### src/rtl/uart_rx.sv
// 8N1 serial receiver: mid-bit sampling, optional payload re-inversion,
// one-entry valid/ready holding register with framing-error and overrun pulses.
module uart_rx #(
  parameter int CLOCK_SPEED    = 50_000_000,
  parameter int BAUD_RATE      = 115_200,
  parameter int BAUD_WIDTH     = CLOCK_SPEED / BAUD_RATE,
  parameter int HALF_WIDTH     = BAUD_WIDTH / 2,
  parameter bit INVERT_PAYLOAD = 1'b1
) (
  input  logic       clk,
  input  logic       rst,
  input  logic       rx,
  input  logic       rd_ready,
  output logic [7:0] data,
  output logic       rx_valid,
  output logic       frame_err,
  output logic       overrun,
  output logic       busy
);
  localparam int CNT_W = $clog2(BAUD_WIDTH);
  localparam logic [CNT_W-1:0] HALF_TERM = CNT_W'(HALF_WIDTH - 1);
  localparam logic [CNT_W-1:0] BAUD_TERM = CNT_W'(BAUD_WIDTH - 1);

  typedef enum logic [2:0] {IDLE, START, DATA, STOP, WAIT_HIGH} state_t;

  state_t           state;
  logic [CNT_W-1:0] cnt;
  logic [2:0]       bit_idx;
  logic [7:0]       shreg;
  logic [7:0]       payload;
  logic             rx_m, rx_s;

  // rx is asynchronous; both stages reset to the idle level so reset never looks like a start bit
  always_ff @(posedge clk) begin
    if (rst) begin
      rx_m <= 1'b1;
      rx_s <= 1'b1;
    end else begin
      rx_m <= rx;
      rx_s <= rx_m;
    end
  end

  assign payload = INVERT_PAYLOAD ? ~shreg : shreg;
  assign busy    = (state != IDLE);

  always_ff @(posedge clk) begin
    if (rst) begin
      state     <= IDLE;
      cnt       <= '0;
      bit_idx   <= '0;
      shreg     <= '0;
      data      <= '0;
      rx_valid  <= 1'b0;
      frame_err <= 1'b0;
      overrun   <= 1'b0;
    end else begin
      frame_err <= 1'b0;
      overrun   <= 1'b0;
      if (rx_valid && rd_ready) rx_valid <= 1'b0;

      case (state)
        IDLE: begin
          cnt <= '0;
          if (!rx_s) state <= START;
        end
        START: begin
          if (cnt == HALF_TERM) begin
            cnt <= '0;
            if (!rx_s) begin
              state   <= DATA;
              bit_idx <= '0;
            end else begin
              state   <= IDLE;
            end
          end else begin
            cnt <= cnt + 1'b1;
          end
        end
        DATA: begin
          if (cnt == BAUD_TERM) begin
            cnt     <= '0;
            shreg   <= {rx_s, shreg[7:1]};
            bit_idx <= bit_idx + 3'd1;
            if (bit_idx == 3'd7) state <= STOP;
          end else begin
            cnt <= cnt + 1'b1;
          end
        end
        STOP: begin
          if (cnt == BAUD_TERM) begin
            cnt <= '0;
            if (rx_s) begin
              // back to IDLE at the stop midpoint so an immediate next start edge is caught
              state <= IDLE;
              if (!rx_valid || rd_ready) begin
                data     <= payload;
                rx_valid <= 1'b1;
              end else begin
                overrun  <= 1'b1;
              end
            end else begin
              state     <= WAIT_HIGH;
              frame_err <= 1'b1;
            end
          end else begin
            cnt <= cnt + 1'b1;
          end
        end
        WAIT_HIGH: begin
          cnt <= '0;
          if (rx_s) state <= IDLE;
        end
        default: state <= IDLE;
      endcase
    end
  end
endmodule

### config.mk
export PLATFORM = sky130hd
export DESIGN_NAME = uart_rx
export DESIGN_NICKNAME = d
export VERILOG_FILES = /design/src/rtl/uart_rx.sv
export SDC_FILE = /design/constraint.sdc
export NUM_CORES = 1
export LEC_CHECK = 0
export ABC_CLOCK_PERIOD_IN_PS = 3800
export BUFFER_PORTS_ARGS = -buffer_cell sky130_fd_sc_hd__buf_4
export CAP_MARGIN = 15
export CORE_MARGIN = 2
export CORE_UTILIZATION = 50
export CTS_CLUSTER_SIZE = 20
export DETAILED_ROUTE_END_ITERATION = 7
export PLACE_DENSITY = 0.69
export SYNTH_ARGS = -nofsm -noshare
export SYNTH_HDL_FRONTEND = slang
export SYNTH_SLANG_ARGS = --single-unit
### constraint.sdc
create_clock -name clk -period 3.8 [get_ports clk]
set_input_delay 0.19 -clock clk [delete_from_list [all_inputs] [get_ports clk]]
set_output_delay 0.19 -clock clk [all_outputs]
set_load 0.05 [all_outputs]
==> results of run 1 <==
-- stage by stage --
step,instance area (um2),worst slack (ps),std cells
finish,1840,1840,234
global route,1840,1650,234
CTS,1840,1830,234
detailed placement,1770,1840,226
global placement,1770,1940,226
floorplan,1670,2240,176
-- where the power goes --
group | switching (mW) | internal (mW)
clock | 0.126 | 0.138
sequential | 0.00314 | 0.379
combinational | 0.0108 | 0.00756
-- cells by family after synthesis --
family	count (synthesis)	synth area share [%]
AOI/OAI and AO/OA	37	14.6
xor gates and xnor gates	9	4.71
adders and majority gates	5	3.74
buffers and inverters	14	5.23
DFF	36	43.0
muxes	8	4.78
and+or+nand+nor	67	23.9
-- Yosys cell counts (all sizes together), types with 2 or more instances --
cell type,number
nand3,4
nand4,6
nand2,4
a21oi,17
nor2,21
nor3b,3
mux2i,8
xor2,6
or3,10
nand2b,3
and2,2
or2,2
and4bb,2
and4b,2
clkbuf,3
o21ai,12
inv,3
buf,8
xnor2,3
dfxtp,36
nor3,3
ha,5
-- area by class of cell --
type	count	area [um2]
sequential	36	721
timing repair buffer	15	113
fill	306	1440
inverter	3	11.3
clock buffer	6	41.3
tap	46	57.6
multi-input combinational	126	866
clock inverter	2	35.0
-- path summary, 6_finish.rpt --
path | slack (ps) | endpoint | cells past startpoint
min | 40 | rx_m$_SDFF_PP1_ | 2
max | 1840 | shreg[6]$_SDFFE_PP0P_ | 5
max reg2reg | 1840 | shreg[6]$_SDFFE_PP0P_ | 5
min reg2reg | 420 | rx_s$_SDFF_PP1_ | 1
-- state kept, by name (all words and copies together) (netlist names) --
name and cells:
state 3, rx_s 1, cnt 9, overrun 1, bit_idx 3, frame_err 1
rx_m 1, data 8, rx_valid 1, shreg 8
-- worst max-delay path: stages (launching register included) --
cell	delay [ps]
dfxtp_1	430
ha_1	170
and4bb_1	400
nand3_1	460
mux2i_1	310
nor2_1	80
-- cells in the final DEF, fill, tap and decap left out, drive strengths merged, types with 2 or more instances in the layout --
master	n
dfxtp	36
and4b	2
nand2	4
or2	2
nand4	6
ha	5
o21ai	12
nand2b	3
nor2	21
nor3b	3
and2	2
xnor2	3
mux2i	8
nand3	4
a21oi	17
buf	15
and4bb	2
inv	3
or3	10
clkbuf	6
xor2	6
nor3	3
-- metal layers --
layer | routed length (um) | share of wire (%) | up-vias
li1 | - | - | 649
met1 | 1360 | 45 | 590
met2 | 1470 | 49 | 18
met3 | 124 | 4.1 | 6
met4 | 53 | 1.8 | 0
met5 | 0 | 0 | -
==> summary.md, run 1 <==
| Metric | Value |
|---|---|
| HPWL Detailed | about 2100 um |
| Clock root buffer master | clkbuf_4 |
| Layer with the highest usage | met2 |
| Top post-synthesis cells by area | dfxtp_1 43%, a21oi_1 4.8%, mux2i_1 4.8% |
| Worst path arrival time | 2190 ps |
| Final setup viols | 0 |
| Worst slew margin | 42.6% |
| RSZ-0062 raised after global routing | no |
| Routed WL | roughly 3000 um |
| Row cnt | 21 |
| I/O pins | 16 |
| Die area | 0.00383 mm2 |
| Required @ worst endpoint | a little over 4000 ps |
| Critical path type | reg2reg |
| Clock buffer depth | 2 |
| Maximum vdd drop | 0.157 mV |
| Beginning of the critical path | cnt[0]$_SDFFE_PP0P_ |
| Async SR Flop Fraction | 0% |
| Final hold vios | 0 |
| Largest net degree at the start of global routing | 29 |
| Final net count | 196 |
| Max Cap Viol | 0 |
| Total number of yosys warnings | 0 |
| Leakage Power | 0.728 nW |
| Via count | 1263 |
| P&R area growth vs syn | 10.2% |
| Period utilization | 51.6% |
| Met2 Use GR | 31.1% |
| Critical R2R Launch | cnt[0]$_SDFFE_PP0P_ |
| Drt wl/cell | 12.8 um |
| H-tree levels | 2 |
| Clock latency on the worst-skew pair | 340 ps |
| Clock tree from TritonCTS | done |
| Global-route wire length before repair | 5010 um |
| Sequential area share after synthesis | 43.0% |
| Area share of the largest cell type after synthesis | 43.0% |
| Register clock-pin slew on the reported worst setup and hold paths | ~110 ps |
| Syn Inst Count | 176 |
| Worst-path maximum fanout | 9 |
| Fmax | roughly 500 MHz |
| Total power draw | ~660 uW |
| Clock tree sinks | 36 |
| Post-synth EDFFs | 0 |
| Flops & latches, synth | 36 |
| Setup_tns | 0 ps |
| Post-CTS setup buffers | 0 |
| N_diodes | 0 |
| Crit start category | flop |
| Yosys cell types | 43 |
| Layout Skew | 8.12 ps |
| Remaining global-route overflow | 0 |
| GPL Wtd Cong | 0.737 |
| Met3 usage | 6.63% |
| Max Slew Vio Count | 0 |
| Crit path time final | about 2000 ps |
| Initial Util | between 50% and 60% |
| Syn nets | roughly 190 |
| Hold path startpoint | rx |
| Final Hold Slack | ~44 ps |
| Port buffer count | 15 |
| Post-synth top area cell | dfxtp_1 |
| Status | finished clean |
| Power Density | 360 mW/mm2 |
| Die W | 61.9 um |
| CTS Buf Count | 5 |
| Crit end category | flop |
| DR vias/cell | 5.40 |
| Worst Max-Slew Pin Slew | between 800 and 900 ps |
| Vias in the first global route | 1151 |
| Tot GR Track Use | 18.1% |
| Antenna violations before repair | 0 |
| Post-cts sizing count | 0 |
| Drt drc | 0 |
| DRT iter0 DRCs | 75 |
| Met1 Track Usage GR | 20.6% |
| Drt pass-1 iters | 4 |
| Type of the tightest min-delay check | in2reg |
| Final core area utilization | between 50% and 60% |
| Core area | 0.00328 mm2 |
| ANT nets after route | 0 |
| Mapped Area | 0.00167 mm2 |
| Hold-fix buffers at CTS | 0 |
| Die Y | 61.9 um |
| Most used DFF post-synth | dfxtp_1 |
| Share of cells above drive strength 1 | 16.5% |
| Mapped Avg Cell Area | 9.51 um2 |
Note: power is estimated with default switching activity, not from simulation.
==> run 2, diff against run 1 <==
--- a/config.mk
+++ b/config.mk
@@ -5,14 +5,14 @@
 export SDC_FILE = /design/constraint.sdc
 export NUM_CORES = 1
 export LEC_CHECK = 0
-export ABC_CLOCK_PERIOD_IN_PS = 3800
+export ABC_CLOCK_PERIOD_IN_PS = 1600
 export BUFFER_PORTS_ARGS = -buffer_cell sky130_fd_sc_hd__buf_4
 export CAP_MARGIN = 15
 export CORE_MARGIN = 2
 export CORE_UTILIZATION = 50
 export CTS_CLUSTER_SIZE = 20
 export DETAILED_ROUTE_END_ITERATION = 7
-export PLACE_DENSITY = 0.69
+export PLACE_DENSITY = 0.72
 export SYNTH_ARGS = -nofsm -noshare
 export SYNTH_HDL_FRONTEND = slang
 export SYNTH_SLANG_ARGS = --single-unit
==> constraint.sdc (replaced) <==
create_clock -name clk -period 1.6 [get_ports clk]
set_input_delay 0.08 -clock clk [delete_from_list [all_inputs] [get_ports clk]]
set_output_delay 0.08 -clock clk [all_outputs]
set_load 0.05 [all_outputs]
==> summary.md, run 2 (synthesis gave the netlist of run 1 again) <==
| Metric | Value |
|---|---|
| Drt pass-1 iters | 4 (unchanged) |
| Critical path type | reg2reg (unchanged) |
| Crit end category | flop (unchanged) |
| Port buffer count | 15 (unchanged) |
| Fin worst setup slack | 29.1 ps (was 1840 ps) |
| Largest net degree at the start of global routing | 29 (unchanged) |
| DRT iter0 DRCs | 64 (was 75) |
| Row cnt | 21 (unchanged) |
| Max Slew Vio Count | 0 (unchanged) |
| R2R cell count | 7 (was 5) |
| Drt drc | 0 (unchanged) |
| Met3 usage | 6.42% (was 6.63%) |
| GPL Wtd Cong | 0.857 (was 0.737) |
| Vias in the first global route | 1203 (was 1151) |
| Layer with the highest usage | met2 (unchanged) |
| Antenna violations before repair | 0 (unchanged) |
| I/O pins | 16 (unchanged) |
| HPWL Detailed | 2230 um (was 2070 um) |
| Status | finished clean (unchanged) |
| Beginning of the critical path | cnt[1]$_SDFFE_PP0P_ (was cnt[0]$_SDFFE_PP0P_) |
| Met1 Track Usage GR | 20.8% (was 20.6%) |
| Setup_tns | 0 ps (unchanged) |
| Hold endpoint | overrun$_SDFF_PP0_ (was rx_m$_SDFF_PP1_) |
| Leakage Power | 0.849 nW (was 0.728 nW) |
| H-tree levels | 2 (unchanged) |
| Max incr delay on CP | 340 ps (was 460 ps) |
| Fin area | 0.00205 mm2 (was 0.00184 mm2) |
| Clock tree sinks | 36 (unchanged) |
| Global-route wire length before repair | 5150 um (was 5010 um) |
| Final hold vios | 0 (unchanged) |
| Met2 Use GR | 31.3% (was 31.1%) |
| Max Cap Viol | 0 (unchanged) |
| Post-DP Area | 0.00189 mm2 (was 0.00177 mm2) |
| Fmax | 637 MHz (was 510 MHz) |
| Clock root buffer master | clkbuf_4 (unchanged) |
| Worst-path maximum fanout | 7 (was 9) |
| Layout Skew | 12.4 ps (was 8.12 ps) |
| Type of the tightest min-delay check | in2reg (unchanged) |
| Reg with most FFs | cnt (unchanged) |
| Via count | 1340 (was 1263) |
| Fin cells | 253 (was 234) |
| Cells after DPL | 241 (was 226) |
| Tot GR Track Use | 18.5% (was 18.1%) |
| Period utilization | 98.2% (was 51.6%) |
| Clock buffer depth | 2 (unchanged) |
| Max reg flops | 9 (unchanged) |
| Maximum vdd drop | 0.392 mV (was 0.157 mV) |
| Drt wl/cell | 13.3 um (was 12.8 um) |
| CTS Buf Count | 5 (unchanged) |
| P&R area growth vs syn | 22.3% (was 10.2%) |
| Crit start category | flop (unchanged) |
| Remaining global-route overflow | 0 (unchanged) |
| Setup WS pre-CTS | -116 ps (was 1840 ps) |
| CP cell instances | inv_2 -> ha_1 -> and4bb_4 -> nand4_4 -> buf_4 -> o21ai_0 -> a21oi_1 (was ha_1 -> and4bb_1 -> nand3_1 -> mux2i_1 -> nor2_1) |
| Biggest registers after layout | cnt (9), data (8), shreg (8) (unchanged) |
| Routed WL | 3360 um (was 3000 um) |
| Worst slew margin | 65.7% (was 42.6%) |
| Die Y | 61.9 um (unchanged) |
| Final net count | 215 (was 196) |
| Final setup viols | 0 (unchanged) |
| Core area | 0.00328 mm2 (unchanged) |
| Most used cells in the layout excluding fill and tap cells | 30 x dfxtp_1, 30 x buf_4, 21 x nor2_1, 12 x a21oi_1, 9 x or3_1 (was 36 x dfxtp_1, 21 x nor2_1, 16 x a21oi_1, 15 x buf_4, 11 x o21ai_0) |
| Crit path time final | 1570 ps (was 1960 ps) |
| Die area | 0.00383 mm2 (unchanged) |
| Clock tree from TritonCTS | done (unchanged) |
| Hold path startpoint | rd_ready (was rx) |
| Required @ worst endpoint | 1840 ps (was 4030 ps) |
| Share of cells above drive strength 1 | 32.4% (was 16.5%) |
| RSZ-0062 raised after global routing | yes (was no) |
| Worst R2R Setup Slack | 30 ps (was 1840 ps) |
| Critical R2R Launch | cnt[1]$_SDFFE_PP0P_ (was cnt[0]$_SDFFE_PP0P_) |
| N_diodes | 0 (unchanged) |
| Register clock-pin slew on the reported worst setup and hold paths | 120 ps (was 110 ps) |
| DR vias/cell | 5.30 (was 5.40) |
| Slowest CP cell | dfxtp_2 (was nand3_1) |
| Die W | 61.9 um (unchanged) |
| Reg-to-Reg End | data[1]$_SDFFE_PP0P_ (was shreg[6]$_SDFFE_PP0P_) |
| Worst Hold Path Cells | 3 (was 2) |
| Clock latency on the worst-skew pair | 350 ps (was 340 ps) |
| Worst Max-Slew Pin Slew | 512 ps (was 860 ps) |
| ANT nets after route | 0 (unchanged) |
| Worst path arrival time | 1810 ps (was 2190 ps) |
| Initial Util | 51.0% (unchanged) |
| Power Density | 724 mW/mm2 (was 360 mW/mm2) |
-- run 2: changes by cell type in the layout (fill, tap and decap cells not counted), moves of 2 or more --
| cell | before | now |
|---|---|---|
| inv_1 | 3 | 1 |
| dfxtp_2 | 0 | 5 |
| o21ai_1 | 0 | 2 |
| dfxtp_1 | 36 | 30 |
| a21oi_1 | 16 | 12 |
| buf_4 | 15 | 30 |
| o21ai_0 | 11 | 8 |
| inv_2 | 0 | 2 |
| buf_12 | 0 | 2 |
| a21oi_2 | 1 | 5 |
-- run 2: report_power, final --
group	total (mW)	switching, mW	leakage [nW]	internal, mW
logic	0.0611	0.0326	0.517	0.0286
registers	0.905	0.00577	0.294	0.899
clock network	0.516	0.307	0.0380	0.209
total	1.48	0.345	0.849	1.14
-- run 2: critical path, delay by kind of cell (launching register included) --
kind	cells	cell delay (ps)
simple gates	2	470
buf+inv	2	250
compound gates	2	270
fa+ha+maj	1	150
flops	1	340
-- run 2: area by class of cell --
| class | instances | area (um2) |
|---|---|---|
| Sequential cell | 36 | 731 |
| Timing Repair Buffer | 33 | 275 |
| Fill cell | 281 | 1240 |
| Clock inverter | 2 | 10.0 |
| Tap cell | 46 | 57.6 |
| Clock buffer | 6 | 51.3 |
| Inverter | 3 | 11.3 |
| Multi-Input combinational cell | 127 | 911 |
-- run 2: worst max-delay path by stage --
stage / endpoint / cells after the start
floorplan: state[0]$_SDFFE_PP0P_ / 6
global placement: cnt[7]$_SDFFE_PP0P_ / 6
detailed placement: cnt[5]$_SDFFE_PP0P_ / 6
CTS: data[0]$_SDFFE_PP0P_ / 6
global route: data[1]$_SDFFE_PP0P_ / 7
finish: data[1]$_SDFFE_PP0P_ / 7
-- run 2: what timing repair did --
action	4_1_cts	5_1_grt
endpoints found under the hold margin	1	0
pin swaps	3	6
buffers inserted	1	1
hold buffers	1	0
endpoints found under the setup margin	23	30
gates resized for setup	4	18
gates cloned	0	1
-- run 2: metal layers --
metal | vias to the layer above | part of all wire, %
li1 | 689 | -
met1 | 621 | 45
met2 | 22 | 50
met3 | 8 | 3.6
met4 | 0 | 2.2
met5 | - | 0
-- run 2: metrics by stage --
stage / total power, mW / utilization [%] / hold slack, ps
after floorplan: 0.961 / - / 184
after global placement: 0.976 / 57.6 / 267
after detailed placement: 0.979 / 57.6 / 268
after CTS: 1.50 / 60.6 / 0.571
after global routing: 1.54 / 62.3 / 17.2
final: 1.48 / 62.3 / 25.6
